===== src/rtl/mcpu_ctrl.sv =====
// Multi-cycle MIPS control FSM.
// Steps the shared PC/IR/regfile/ALU datapath forward one state per clock.
// Every memory-access state waits for MIO_ready before it moves on.
//
// state | meaning
// ------+-----------------------------------------------------------
// IF  0 | fetch: read mem[PC], PC+4; IR/PC load when ready
// ID  1 | decode; branch target PC+(imm<<2) into ALUOut
// MA  2 | memory address A+sext(imm) into ALUOut
// MRD 3 | load read from mem[ALUOut], hold until ready
// MWB 4 | load write-back MDR -> rt
// MWR 5 | store write to mem[ALUOut], single strobe on ready
// EXR 6 | R-type execute, A op B
// RWB 7 | R-type write-back ALU result -> rd
// BEQ 8 | compare A-B, load PC from ALUOut if zero
// JMP 9 | load PC with jump target
// EXI 10| immediate execute (addi/slti), A op sext(imm)
// IWB 11| immediate write-back ALUOut -> rt
module mcpu_ctrl #(
  parameter bit MEM_WAIT = 1'b1
) (
  input  logic       clk,
  input  logic       rst,
  input  logic [5:0] OPcode,
  input  logic [5:0] Fun,
  input  logic       MIO_ready,
  output logic       PCWrite,
  output logic       PCWriteCond,
  output logic       IorD,
  output logic       MemRead,
  output logic       mem_w,
  output logic       IRWrite,
  output logic       RegDst,
  output logic       MemtoReg,
  output logic       RegWrite,
  output logic       ALUSrcA,
  output logic [1:0] ALUSrcB,
  output logic [1:0] PCSource,
  output logic [2:0] ALU_Control,
  output logic       CPU_MIO,
  output logic       illegal,
  output logic [3:0] state
);

  typedef enum logic [3:0] {
    S_IF  = 4'd0,
    S_ID  = 4'd1,
    S_MA  = 4'd2,
    S_MRD = 4'd3,
    S_MWB = 4'd4,
    S_MWR = 4'd5,
    S_EXR = 4'd6,
    S_RWB = 4'd7,
    S_BEQ = 4'd8,
    S_JMP = 4'd9,
    S_EXI = 4'd10,
    S_IWB = 4'd11
  } state_t;

  localparam logic [5:0] OP_RTYPE = 6'b000000;
  localparam logic [5:0] OP_LW    = 6'b100011;
  localparam logic [5:0] OP_SW    = 6'b101011;
  localparam logic [5:0] OP_BEQ   = 6'b000100;
  localparam logic [5:0] OP_J     = 6'b000010;
  localparam logic [5:0] OP_SLTI  = 6'b001010;
  localparam logic [5:0] OP_ADDI  = 6'b001000;

  state_t     st, st_nxt;
  logic       rdy;
  logic [2:0] fun_alu;

  // With MEM_WAIT cleared the bus is assumed to complete every access at once.
  assign rdy   = MEM_WAIT ? MIO_ready : 1'b1;
  assign state = st;

  // State register; reset forces fetch so an in-flight instruction is dropped.
  always_ff @(posedge clk or posedge rst) begin
    if (rst) st <= S_IF;
    else     st <= st_nxt;
  end

  // R-type function field to ALU operation; unknown codes fall back to add.
  always_comb begin
    fun_alu = 3'b010;
    case (Fun)
      6'b100000: fun_alu = 3'b010;
      6'b100010: fun_alu = 3'b110;
      6'b100100: fun_alu = 3'b000;
      6'b100101: fun_alu = 3'b001;
      6'b101010: fun_alu = 3'b111;
      6'b100111: fun_alu = 3'b100;
      6'b000010: fun_alu = 3'b101;
      6'b010110: fun_alu = 3'b011;
      default:   fun_alu = 3'b010;
    endcase
  end

  // Next-state and datapath controls, decoded from the current state.
  always_comb begin
    st_nxt      = S_IF;
    PCWrite     = 1'b0;
    PCWriteCond = 1'b0;
    IorD        = 1'b0;
    MemRead     = 1'b0;
    mem_w       = 1'b0;
    IRWrite     = 1'b0;
    RegDst      = 1'b0;
    MemtoReg    = 1'b0;
    RegWrite    = 1'b0;
    ALUSrcA     = 1'b0;
    ALUSrcB     = 2'b00;
    PCSource    = 2'b00;
    ALU_Control = 3'b010;
    CPU_MIO     = 1'b0;
    illegal     = 1'b0;
    case (st)
      S_IF: begin
        MemRead = 1'b1;
        CPU_MIO = 1'b1;
        ALUSrcB = 2'b01;
        IRWrite = rdy;
        PCWrite = rdy;
        st_nxt  = rdy ? S_ID : S_IF;
      end
      S_ID: begin
        ALUSrcB = 2'b11;
        case (OPcode)
          OP_RTYPE:       st_nxt = S_EXR;
          OP_LW, OP_SW:   st_nxt = S_MA;
          OP_BEQ:         st_nxt = S_BEQ;
          OP_J:           st_nxt = S_JMP;
          OP_SLTI, OP_ADDI: st_nxt = S_EXI;
          default: begin
            // PC was already advanced in IF, so the bad word is simply skipped.
            illegal = 1'b1;
            st_nxt  = S_IF;
          end
        endcase
      end
      S_MA: begin
        ALUSrcA = 1'b1;
        ALUSrcB = 2'b10;
        st_nxt  = (OPcode == OP_SW) ? S_MWR : S_MRD;
      end
      S_MRD: begin
        MemRead = 1'b1;
        IorD    = 1'b1;
        CPU_MIO = 1'b1;
        st_nxt  = rdy ? S_MWB : S_MRD;
      end
      S_MWB: begin
        RegWrite = 1'b1;
        MemtoReg = 1'b1;
      end
      S_MWR: begin
        IorD    = 1'b1;
        CPU_MIO = 1'b1;
        // Strobe only on the completing cycle so one store writes exactly once.
        mem_w   = rdy;
        st_nxt  = rdy ? S_IF : S_MWR;
      end
      S_EXR: begin
        ALUSrcA     = 1'b1;
        ALU_Control = fun_alu;
        st_nxt      = S_RWB;
      end
      S_RWB: begin
        RegWrite    = 1'b1;
        RegDst      = 1'b1;
        ALU_Control = fun_alu;
      end
      S_BEQ: begin
        ALUSrcA     = 1'b1;
        ALU_Control = 3'b110;
        PCWriteCond = 1'b1;
        PCSource    = 2'b01;
      end
      S_JMP: begin
        PCWrite  = 1'b1;
        PCSource = 2'b10;
      end
      S_EXI: begin
        ALUSrcA     = 1'b1;
        ALUSrcB     = 2'b10;
        ALU_Control = (OPcode == OP_SLTI) ? 3'b111 : 3'b010;
        st_nxt      = S_IWB;
      end
      S_IWB: begin
        RegWrite = 1'b1;
      end
      default: begin
        // Unused encodings: recover to fetch with every control inactive.
        ALU_Control = 3'b000;
        st_nxt      = S_IF;
      end
    endcase
  end

endmodule


===== config.mk =====
export PLATFORM = sky130hd
export DESIGN_NAME = mcpu_ctrl
export DESIGN_NICKNAME = d
export VERILOG_FILES = /design/src/rtl/mcpu_ctrl.sv
export SDC_FILE = /design/constraint.sdc
export NUM_CORES = 1
export LEC_CHECK = 0
export ABC_AREA = 1
export BUFFER_PORTS_ARGS = -buffer_cell sky130_fd_sc_hd__buf_2
export CORE_MARGIN = 2
export CORE_UTILIZATION = 46
export DETAILED_ROUTE_END_ITERATION = 6
export PLACE_DENSITY_LB_ADDON = 0.3
export SLEW_MARGIN = 10
export SYNTH_ARGS = -nofsm -noshare
export SYNTH_HDL_FRONTEND = slang
export SYNTH_SLANG_ARGS = --single-unit
export TNS_END_PERCENT = 1

===== constraint.sdc =====
create_clock -name clk -period 1.7 [get_ports clk]
set_input_delay 0.34 -clock clk [delete_from_list [all_inputs] [get_ports clk]]
set_output_delay 0.34 -clock clk [all_outputs]
set_load 0.02 [all_outputs]

## Yosys cells after proc, flatten, opt, wreduce, memory -nomap -nowiden

Cells that the tools add are included.
Widths: inputs -> output; s select.

- Register bits after elaboration: 4
- Input bits: 15

- Mux-type cells: 24
- Equal/unequal tests: 24
- Reductions and logical operators: 13

Operators with widths:

| cell | count |
|---|---|
| $eq 6x6->1 const B | 7 |
| $pmux 4 s7 | 1 |
| $pmux 3 s7 | 1 |
| $pmux 4 s5 | 1 |
| $eq 4x3->1 const B | 4 |
| $eq 4x4->1 const B | 4 |
| $mux 1 | 13 |
| $eq 6x2->1 const B | 2 |
| $eq 6x4->1 const B | 2 |
| $mux 3 | 4 |
| $pmux 3 s4 | 1 |
| $reduce_or 2->1 | 6 |
| $eq 4x2->1 const B | 2 |
| $reduce_or 8->1 | 1 |
| $reduce_or 7->1 | 1 |
| $eq 6x3->1 const B | 1 |
| $eq 6x5->1 const B | 1 |
| $logic_not 6->1 | 1 |
| $pmux 2 s3 | 1 |
| $reduce_or 3->1 | 2 |
| $eq 4x1->1 const B | 1 |
| $logic_not 4->1 | 1 |
| $pmux 2 s2 | 1 |
| $reduce_or 4->1 | 1 |
| $pmux 1 s2 | 1 |

## Depth between registers and ports, before layout

Gate-level depths: netlist of the first run.

- Depth in word-level cells: 4
- Depth in mapped cells: 8
- Mapped depth without buffers: 8

## Worst setup path after synthesis of the first run

No wires, ideal clock.

- Path type: reg2out
- Start: register st[2], in the netlist state[2]
- End: output port RegWrite
- Cell stages (with the launch flop): 7
- Data arrival time: 1.444 ns
- Path buffers: 0
- Slack: -0.084 ns
- Path through: dfrtp_1 -> inv_2 -> nor2_2 -> inv_2 -> nor2_1 -> nor2_1 -> o21ai_0

- Longest elaborated chain between the ends: 3
- Elaborated cells between the ends (all ways): 5
- Classes of those cells: eq/ne: 3; mux: 1; reduce/logical: 1

RTL lines:

| what | line | text |
|---|---|---|
| from (decl) | 68 | `state_t st, st_nxt;` |
| from (signal assigned) | 79 | `else st <= st_nxt;` |
| $eq 4x4->1 or $eq 4x3->1 (tied branches) | 116 | `case (st)` |
| $reduce_or 3->1 (no source line) * | -- |  |
| $mux 1 * | 116 |  |
| to (decl) | 35 | `output logic RegWrite,` |

Every way passes the cells marked *; elsewhere a longest branch is shown, timed or not.

## Worst setup path in the final report of the first run

- Start: register st[3], in the netlist state[3]
- End: output port ALU_Control[2]

- Longest elaborated chain between the ends: 3
- Elaborated cells between the ends (all ways): 15
- Classes of those cells: eq/ne: 11; mux: 1; reduce/logical: 3

RTL lines:

| what | line | text |
|---|---|---|
| $eq 4x1->1 (tied with other cells) | 116 |  |
| $reduce_or 8->1 (no source line) or $reduce_or 2->1 (tied branches) | -- |  |
| $pmux 3 s4 * | 116 |  |
| to (decl) | 39 | `output logic [2:0] ALU_Control,` |

Marked as above.

==> results.sh, run 1 <==
export IMPL_skew_ns=0.0008437
export IMPL_grt_max_degree=8
export IMPL_wl_per_cell_um=10.79
export IMPL_nets=187
export IMPL_synth_top_cell_by_area="nand2_1"
export IMPL_drtPass1Iterations=4
export IMPL_cell_internal_pwr_uw=520.5
export IMPL_instances_no_fill=185
export IMPL_syn_nets=144
export IMPL_peakVddDrop_v=0.001004
export IMPL_grt_use_total_pct=22.61
export IMPL_largest_register_ffs=4
export IMPL_grt_overflow=0
export IMPL_clock_sinks=4
export IMPL_fin_ws_ns=-0.05761
export IMPL_die_w_um=42.36
export IMPL_area_growth_syn_to_layout_pct=45.66
export IMPL_drt_iter0_markers=14
export IMPL_yosys_area_share_simple_pct=64.14
export IMPL_drc=0
export IMPL_slew_headroom_pct=79.26
export IMPL_synth_top_family_by_area="simple AND/OR/NAND/NOR gates"
export IMPL_drive_above_1_share_pct=41.18
export IMPL_synth_compound_area_share_pct=4.436
export IMPL_placed_cells=180
export IMPL_ys_seq_elements=4
export IMPL_cp_data_arrival_time_ns=1.42
export IMPL_yosysTopAreaCellShare_pct=17.19
export IMPL_place_area_um2=878.3
export IMPL_cp_start_kind="flip-flop"
export IMPL_worst_pin_slew_ns=0.3094
export IMPL_p_sw_uw=663.7
export IMPL_yosysWarnings=0
export IMPL_ys_types=18
export IMPL_vias_per_cell=5.119
export IMPL_avgSynthCellArea_um2=5.247
export IMPL_coreArea_um2=1334
export IMPL_rows=13
export IMPL_initial_utilization_pct=50.75
export IMPL_yosysSeqAreaShare_pct=14.79
export IMPL_period_share_pct=103.4
export IMPL_netlist_area_um2=676.9
export IMPL_power_switching_share_pct=56.05
export IMPL_synth_area_leaders="nand2_1 17%, dfrtp_1 15%, inv_1 12%, nand3_1 12%, nor2_1 12%"
export IMPL_worstHoldPathType="in -> reg"
export IMPL_insertion_delay_ns=0.23
export IMPL_p_per_area_nw_per_um2=1201
export IMPL_antenna_found_initial=0
export IMPL_drt_wl_total_um=1997
export IMPL_cts_buffers=3
export IMPL_status="complete, but fails checks"
export IMPL_port_buffer_count=37
export IMPL_crit_fanout=5
export IMPL_grt_setup_unrepaired="true"
export IMPL_design_area_um2=985.9
export IMPL_diodes=0
export IMPL_drv_cap=0
export IMPL_cts_tree="built"
export IMPL_dpl_hpwl_um=1488
export IMPL_grt_pass1_vias=838
export IMPL_synth_adder_area_share_pct=0
export IMPL_hold_viol_final=0
export IMPL_finalMaxSlewViolations=0
export IMPL_die_h_um=42.36
export IMPL_vias=947
export IMPL_root_buffer="clkbuf_4"
export IMPL_clkSlewWorstSetupHoldPaths_ns=0.04
export IMPL_leakage_uw=0.0006384
export IMPL_fmaxAchievable_mhz=569.0
export IMPL_synthCells=129
export IMPL_pin_count=38
export IMPL_p_seq_share_pct=15.1
export IMPL_violations="setup timing"
export IMPL_synthMuxAreaShare_pct=0
export IMPL_die_area_um2=1794
export IMPL_grt_pass1_wl_um=3229
export IMPL_cp_required_ns=1.36
export IMPL_setup_viol=3
export IMPL_clkPwrFrac_pct=9.9
export IMPL_clock_path_buffers=2
export IMPL_worst_setup_path_type="reg -> out"
export IMPL_ant_nets=0
export IMPL_fin_crit_ns=1.758
export IMPL_combPwrFrac_pct=75.0
export IMPL_gp_congestion=0.8615
export IMPL_worstSetupEndpointType="output port"
export IMPL_cts_htree_levels=1
export IMPL_synth_xor_area_share_pct=0
## power groups by stage
stage                     combinational, uW  clock (uW)  sequential, uW
after floorplan                         520           0             200
after global placement                  777           0             169
after detailed placement                788           0             170
after CTS                               837         118             178
after global routing                    960         123             186
final                                   888         118             179
## cell usage in the layout, fill, tap and decap left out, types with 2 or more instances in the layout
master,n
buf_4,8
dfrtp_2,4
inv_2,7
a21oi_1,2
nor2_1,16
o21ai_0,3
buf_6,2
inv_1,21
clkbuf_4,3
buf_2,28
nand2_4,2
nand2_1,31
nor2_4,5
nand4_1,6
nand3_1,16
nand3b_1,2
nor2_2,8
## critical path: stages (launching register included)
cell	delay, ns
dfrtp_2	0.43
inv_2	0.07
nor2_4	0.15
nand2_4	0.09
nor2_2	0.08
nand4_1	0.12
nand3_1	0.12
buf_6	0.12
## timing repair
action,in CTS,in global routing
hold buffers,1,0
setup buffers,1,0
pin swaps,3,2
hold endpoints to repair,4,0
gates resized for setup,15,9
endpoints found under the setup margin,11,12
## through the flow
stage	TNS, ns	hold WS [ns]	total power [uW]	utilization, %	worst slack [ns]
after floorplan	-0.09719	0.1061	720.0	-	-0.05050
after global placement	0	0.2283	945.5	65.85	0.1128
after detailed placement	0	0.2279	957.7	65.85	0.09112
after CTS	-0.08843	0.4556	1133	72.23	-0.04619
after global routing	-0.8456	0.4662	1270	73.92	-0.1605
final	-0.1182	0.4629	1184	73.92	-0.05761
## Yosys cell counts (all sizes together)
master and count:
nand4 6, nor3 2, inv 28, dfrtp 4, nand2 34, nand3b 2
nor2 29, a21oi 2, nor4 1, nand3 16, buf 1, o21ai 4
## final cells by class
type | count | area [um^2]
multi-input combinational | 96 | 501.7
fill | 126 | 347.8
timing repair buffer | 39 | 232.7
sequential | 4 | 105.1
inverter | 28 | 105.1
clock buffer | 3 | 22.52
tap | 15 | 18.77
## cells by family (layout without fill, tap and decap cells)
kind of cell           count (synthesis)  after routing
AO/OA/AOI/OAI                          6              6
buffers and inverters                 29             70
flip-flops                             4              4
AND/OR/NAND/NOR                       90             90
## path summary, 6_finish.rpt
path                                         start                 end  slack [ns]  cells past startpoint
worst max-delay path            state[3]$_DFF_PP0_      ALU_Control[2]       -0.06                      7
worst min-delay path                     OPcode[3]  state[2]$_DFF_PP0_        0.46                      3
worst max register to register  state[1]$_DFF_PP0_  state[0]$_DFF_PP0_        0.41                      8
worst min register to register  state[0]$_DFF_PP0_  state[3]$_DFF_PP0_        0.66                      3
max in group asynchronous                      rst  state[3]$_DFF_PP0_        1.01                      3
min in group asynchronous                      rst  state[0]$_DFF_PP0_        0.53                      3
## layer usage
metal / share of wire [%] / vias up / global-route usage, % / wire length (um)
met5: 0 / - / 0 / 0
met4: 3.0 / 0 / 9.375 / 59
met3: 6.9 / 8 / 3.448 / 137
met2: 53 / 43 / 40.92 / 1050
met1: 38 / 414 / 25.97 / 749
li1: - / 482 / - / -
Note: power is estimated with default switching activity, not from simulation.
==> run 2, diff against run 1 <==
--- a/config.mk
+++ b/config.mk
@@ -7,12 +7,13 @@
 export LEC_CHECK = 0
 export ABC_AREA = 1
 export BUFFER_PORTS_ARGS = -buffer_cell sky130_fd_sc_hd__buf_2
+export CAP_MARGIN = 20
 export CORE_MARGIN = 2
-export CORE_UTILIZATION = 46
+export CORE_UTILIZATION = 40
 export DETAILED_ROUTE_END_ITERATION = 6
 export PLACE_DENSITY_LB_ADDON = 0.3
 export SLEW_MARGIN = 10
 export SYNTH_ARGS = -nofsm -noshare
 export SYNTH_HDL_FRONTEND = slang
 export SYNTH_SLANG_ARGS = --single-unit
-export TNS_END_PERCENT = 1
+export TNS_END_PERCENT = 30
==> run 2 against run 1 <==
Net effect:
- the flow still finishes with violations (setup timing)
- combinational power increased by 3.6%
- sequential cell count unchanged
- sequential power about the same
- non-clock buffer count increased by 5
==> results.sh, run 2 (synthesized netlist as in run 1, its figures left out) <==
export IMPL_fin_util_pct=67.69
export IMPL_worstHoldPathType="in -> reg"
export IMPL_worst_pin_slew_ns=0.3808
export IMPL_worst_setup_path_type="reg -> out"
export IMPL_grt_pass1_wl_um=3194
export IMPL_clock_path_buffers=2
export IMPL_setup_viol=4
export IMPL_final_cell_mix="31 x nand2_1, 29 x buf_2, 22 x inv_1"
export IMPL_leakage_uw=0.0006587
export IMPL_clkSlewWorstSetupHoldPaths_ns=0.04
export IMPL_diodes=0
export IMPL_grt_pass1_vias=809
export IMPL_pin_count=38
export IMPL_port_buffer_count=37
export IMPL_drt_iter0_markers=19
export IMPL_cp_required_ns=1.36
export IMPL_fmaxAchievable_mhz=577.5
export IMPL_placed_cells=182
export IMPL_slowest_stage="dfrtp_2"
export IMPL_die_h_um=45.14
export IMPL_combPwrFrac_pct=75.3
export IMPL_vias_per_cell=5.141
export IMPL_drtPass1Iterations=4
export IMPL_grt_overflow=0
export IMPL_coreArea_um2=1541
export IMPL_area_growth_syn_to_layout_pct=54.16
export IMPL_die_area_um2=2037
export IMPL_grt_use_total_pct=20.82
export IMPL_regArea_um2=105.1
export IMPL_worstSetupEndpointType="output port"
export IMPL_instances_no_fill=191
export IMPL_clkPwrFrac_pct=9.9
export IMPL_regToRegStartpoint="state[3]$_DFF_PP0_"
export IMPL_initial_utilization_pct=43.91
export IMPL_status="complete, but fails checks"
export IMPL_hold_viol_final=0
export IMPL_final_common_cell="nand2_1"
export IMPL_cts_tree="built"
export IMPL_drv_cap=0
export IMPL_drc=0
export IMPL_wl_per_cell_um=10.98
export IMPL_p_per_area_nw_per_um2=1171
export IMPL_dpl_hpwl_um=1539
export IMPL_grt_max_degree=8
export IMPL_gp_congestion=0.8137
export IMPL_r2r_setup_slack_ns=0.39
export IMPL_power_switching_share_pct=55.74
export IMPL_slew_headroom_pct=74.48
export IMPL_finalMaxSlewViolations=0
export IMPL_cell_internal_pwr_uw=541.1
export IMPL_cp_data_arrival_time_ns=1.39
export IMPL_grt_setup_unrepaired="true"
export IMPL_peakVddDrop_v=0.001099
export IMPL_multi_input_area_um2=510.5
export IMPL_ant_nets=0
export IMPL_period_share_pct=101.9
export IMPL_clock_sinks=4
export IMPL_n_fill_cell=139
export IMPL_p_sw_uw=681.3
export IMPL_fin_ws_ns=-0.03173
export IMPL_violations="setup timing"
export IMPL_die_w_um=45.14
export IMPL_cp_cell_sequence="inv_2, nor2_4, nand2_2, nor2_2, nand4_1, nand3_1, buf_6"
export IMPL_antenna_found_initial=0
export IMPL_cts_htree_levels=1
export IMPL_crit_start="state[3]$_DFF_PP0_"
export IMPL_root_buffer="clkbuf_4"
export IMPL_insertion_delay_ns=0.24
export IMPL_worstHoldStart="OPcode[1]"
export IMPL_p_seq_share_pct=14.8
export IMPL_largest_register_ffs=4
export IMPL_cts_buffers=3
export IMPL_drive_above_1_share_pct=42.29
export IMPL_nets=192
export IMPL_critPathMaxStageDelay_ns=0.43
export IMPL_skew_ns=0.002508
export IMPL_fin_crit_ns=1.732
export IMPL_rows=14
export IMPL_drt_wl_total_um=2097
export IMPL_crit_fanout=4
export IMPL_cp_start_kind="flip-flop"
export IMPL_pre_cts_ws_ns=0.1009
export IMPL_vias=982
run 2: cell count changes in the layout (fill, tap and decap cells not counted):
cell	delta
nor4_2	-1
buf_2	+1
inv_1	+1
inv_2	-1
nor4_4	+1
nor2_2	-1
nand2_4	-1
buf_12	+1
buf_4	+3
nand2_2	+1
nor2_4	+1
run 2: path summary, 6_finish.rpt:
check / end / cells past startpoint
max reg2reg: state[0]$_DFF_PP0_ / 9
max in group asynchronous: state[3]$_DFF_PP0_ / 3
min in group asynchronous: state[0]$_DFF_PP0_ / 3
min reg2reg: state[0]$_DFF_PP0_ / 3
max: ALU_Control[2] / 7
min: state[0]$_DFF_PP0_ / 3
run 2: power by group through the flow:
stage               sequential, uW  clock, uW  combinational (uW)
finish                         181        121                 920
global route                   185        123                 994
CTS                            178        122                 838
detailed placement             171          0                 786
global placement               172          0                 775
floorplan                      200          0                 520
run 2: final cells by class:
type                            instances  share of cell area (%)
Timing Repair Buffer                   44                   26.86
Multi-Input combinational cell         96                   48.92
Tap cell                               16                   1.918
Sequential cell                         4                   10.07
Clock buffer                            3                   2.158
Inverter                               28                   10.07
run 2: critical path, delay by kind of cell (launching register included):
| family | cells | cell delay, ns |
|---|---|---|
| buffers and inverters | 2 | 0.20 |
| DFF | 1 | 0.43 |
| and+or+nand+nor | 5 | 0.53 |
run 2: per-layer routing:
layer / GRT usage, % / part of all wire, %
met1: 25.12 / 39
met2: 37.14 / 52
met3: 2.400 / 7.0
met4: 8.235 / 1.3
met5: 0 / 0
run 2: what timing repair did:
action / CTS / global route
pin swaps: 3 / 0
buffers inserted: 3 / 2
gates resized for setup: 13 / 10
endpoints found under the setup margin: 10 / 13
hold endpoints to repair: 4 / 0
hold buffers: 1 / 0
run 2: stage by stage:
| stage | total power, uW | hold WS, ns | area [um^2] | setup TNS [ns] |
|---|---|---|---|---|
| 6_report | 1222 | 0.4490 | 1044 | -0.07616 |
| 5_1_grt | 1303 | 0.4712 | 1044 | -0.6572 |
| 4_1_cts | 1138 | 0.4357 | 993.5 | -0.02469 |
| 3_5_place_dp | 956.8 | 0.2277 | 887.1 | 0 |
| 3_3_place_gp | 947.2 | 0.2238 | 887.1 | 0 |
| 2_1_floorplan | 720.0 | 0.1061 | 681.9 | -0.09719 |
==> run 3, diff against run 2 <==
--- a/config.mk
+++ b/config.mk
@@ -12,6 +12,7 @@
 export CORE_UTILIZATION = 40
 export DETAILED_ROUTE_END_ITERATION = 6
 export PLACE_DENSITY_LB_ADDON = 0.3
+export SKIP_LAST_GASP = 1
 export SLEW_MARGIN = 10
 export SYNTH_ARGS = -nofsm -noshare
 export SYNTH_HDL_FRONTEND = slang
==> constraint.sdc (replaced) <==
create_clock -name clk -period 1.6 [get_ports clk]
set_input_delay 0.32 -clock clk [delete_from_list [all_inputs] [get_ports clk]]
set_output_delay 0.32 -clock clk [all_outputs]
set_load 0.02 [all_outputs]
==> run 3 against run 2 <==
Net effect:
- the flow still finishes with violations (setup timing)
- sequential share of layout area rose by 0.061 points
- worst setup slack got worse by 0.040 ns
- global-route usage rose by 1.3 points
- sequential power rose by 3%
==> results.sh, run 3 (synthesized netlist as in run 1, its figures left out) <==
export IMPL_status="complete, but fails checks"
export IMPL_violations="setup timing"
export IMPL_grt_use_total_pct=22.12
export IMPL_finalMaxSlewViolations=0
export IMPL_cts_htree_levels=1
export IMPL_hold_viol_final=0
export IMPL_crit_fanout=4
export IMPL_drive_above_1_share_pct=42.22
export IMPL_grt_max_degree=8
export IMPL_gp_congestion=0.8114
export IMPL_clock_path_buffers=2
export IMPL_place_area_um2=922.1
export IMPL_die_h_um=45.14
export IMPL_peakVddDrop_v=0.001053
export IMPL_insertion_delay_ns=0.23
export IMPL_skew_ns=0.002720
export IMPL_cts_tree="built"
export IMPL_cp_required_ns=1.28
export IMPL_slew_headroom_pct=75.81
export IMPL_cts_buffers=3
export IMPL_power_total_uw=1323
export IMPL_setup_tns_ns=-0.4132
export IMPL_worstHoldPathType="in -> reg"
export IMPL_coreArea_um2=1541
export IMPL_fin_crit_ns=1.672
export IMPL_grt_setup_unrepaired="true"
export IMPL_final_cell_mix="32 x buf_2, 31 x nand2_1, 22 x inv_1"
export IMPL_p_per_area_nw_per_um2=1276
export IMPL_r2r_setup_slack_ns=0.25
export IMPL_dpl_hpwl_um=1619
export IMPL_die_w_um=45.14
export IMPL_root_buffer="clkbuf_4"
export IMPL_nets=196
export IMPL_grt_pass1_wl_um=3429
export IMPL_drt_wl_total_um=1986
export IMPL_cp_start_kind="flip-flop"
export IMPL_area_growth_syn_to_layout_pct=53.23
export IMPL_vias_per_cell=5.077
export IMPL_port_buffer_count=37
export IMPL_drv_cap=0
export IMPL_final_common_cell="buf_2"
export IMPL_setup_viol=12
export IMPL_cp_data_arrival_time_ns=1.35
export IMPL_leakage_uw=0.0006657
export IMPL_fin_ws_ns=-0.07195
export IMPL_worstSetupEndpointType="output port"
export IMPL_vias=995
export IMPL_worst_setup_path_type="reg -> out"
export IMPL_drtPass1Iterations=5
export IMPL_wl_per_cell_um=10.13
export IMPL_design_area_um2=1037
export IMPL_initial_utilization_pct=43.91
export IMPL_die_area_um2=2037
export IMPL_worst_pin_slew_ns=0.3609
export IMPL_drc=0
export IMPL_clock_sinks=4
export IMPL_antenna_found_initial=0
export IMPL_grt_pass1_vias=865
export IMPL_fmaxAchievable_mhz=598.1
export IMPL_pin_count=38
export IMPL_grt_overflow=0
export IMPL_period_share_pct=104.5
export IMPL_largest_register_ffs=4
export IMPL_rows=14
export IMPL_diodes=0
export IMPL_ant_nets=0
export IMPL_drt_iter0_markers=17
export IMPL_clkSlewWorstSetupHoldPaths_ns=0.04
==> run 3: changes by cell type in the layout (fill, tap and decap cells not counted), sizes merged <==
cell,delta
clkbuf,+1
buf,+4
==> run 3: through the flow <==
stage | std cells | setup slack [ns] | hold slack, ns | utilization, %
5_1_grt | 196 | -0.1635 | 0.4189 | 67.29
3_5_place_dp | 185 | 0.02796 | 0.2095 | 59.82
6_report | 196 | -0.07195 | 0.4238 | 67.29
3_3_place_gp | 185 | 0.06591 | 0.2074 | 59.82
4_1_cts | 196 | -0.08068 | 0.4220 | 66.88
2_1_floorplan | 129 | -0.02691 | 0.08601 | -
==> run 3: layer usage <==
metal | share of wire [%] | global-route usage [%] | vias up
met5 | 0 | 0 | -
met4 | 0.10 | 3.529 | 0
met3 | 6.5 | 3.600 | 2
met2 | 54 | 43.43 | 38
met1 | 39 | 24.82 | 450
li1 | - | - | 505
==> run 3: cell type report <==
class / instances / area [um^2]
clock buffer: 4 / 26.28
fill: 151 / 504.2
inverter: 28 / 105.1
multi-input combinational: 96 / 490.5
sequential: 4 / 105.1
tap: 16 / 20.02
timing repair buffer: 48 / 290.3
==> run 3: where the power goes <==
part	leakage [uW]	switching (uW)	internal (uW)	total (uW)
Combinational	0.000603	623	375	998
Clock	0.0000150	45.2	93.9	139
Sequential	0.0000477	50.9	136	186
==> run 3: repair_timing <==
action	4_1_cts	5_1_grt
hold endpoints to repair	4	0
endpoints found under the setup margin	14	17
hold buffers	1	0
pin swaps	7	2
setup buffers	6	0
resized for setup	10	2
==> run 3: final timing paths <==
check                                          end  cells past startpoint               start
worst max-delay path                ALU_Control[2]                      6  state[2]$_DFF_PP0_
worst min register to register  state[3]$_DFF_PP0_                      4  state[0]$_DFF_PP0_
worst min-delay path            state[2]$_DFF_PP0_                      3           OPcode[3]
max in group asynchronous       state[3]$_DFF_PP0_                      3                 rst
worst max register to register  state[0]$_DFF_PP0_                      9  state[0]$_DFF_PP0_
min in group asynchronous       state[2]$_DFF_PP0_                      3                 rst
==> run 3: worst max-delay path, stage by stage, from the launching register on <==
cell     delay, ns
dfrtp_2       0.45
nor2_4        0.16
nand2_2       0.08
nor2_2        0.07
nand4_1       0.12
nand3_1       0.12
buf_6         0.12
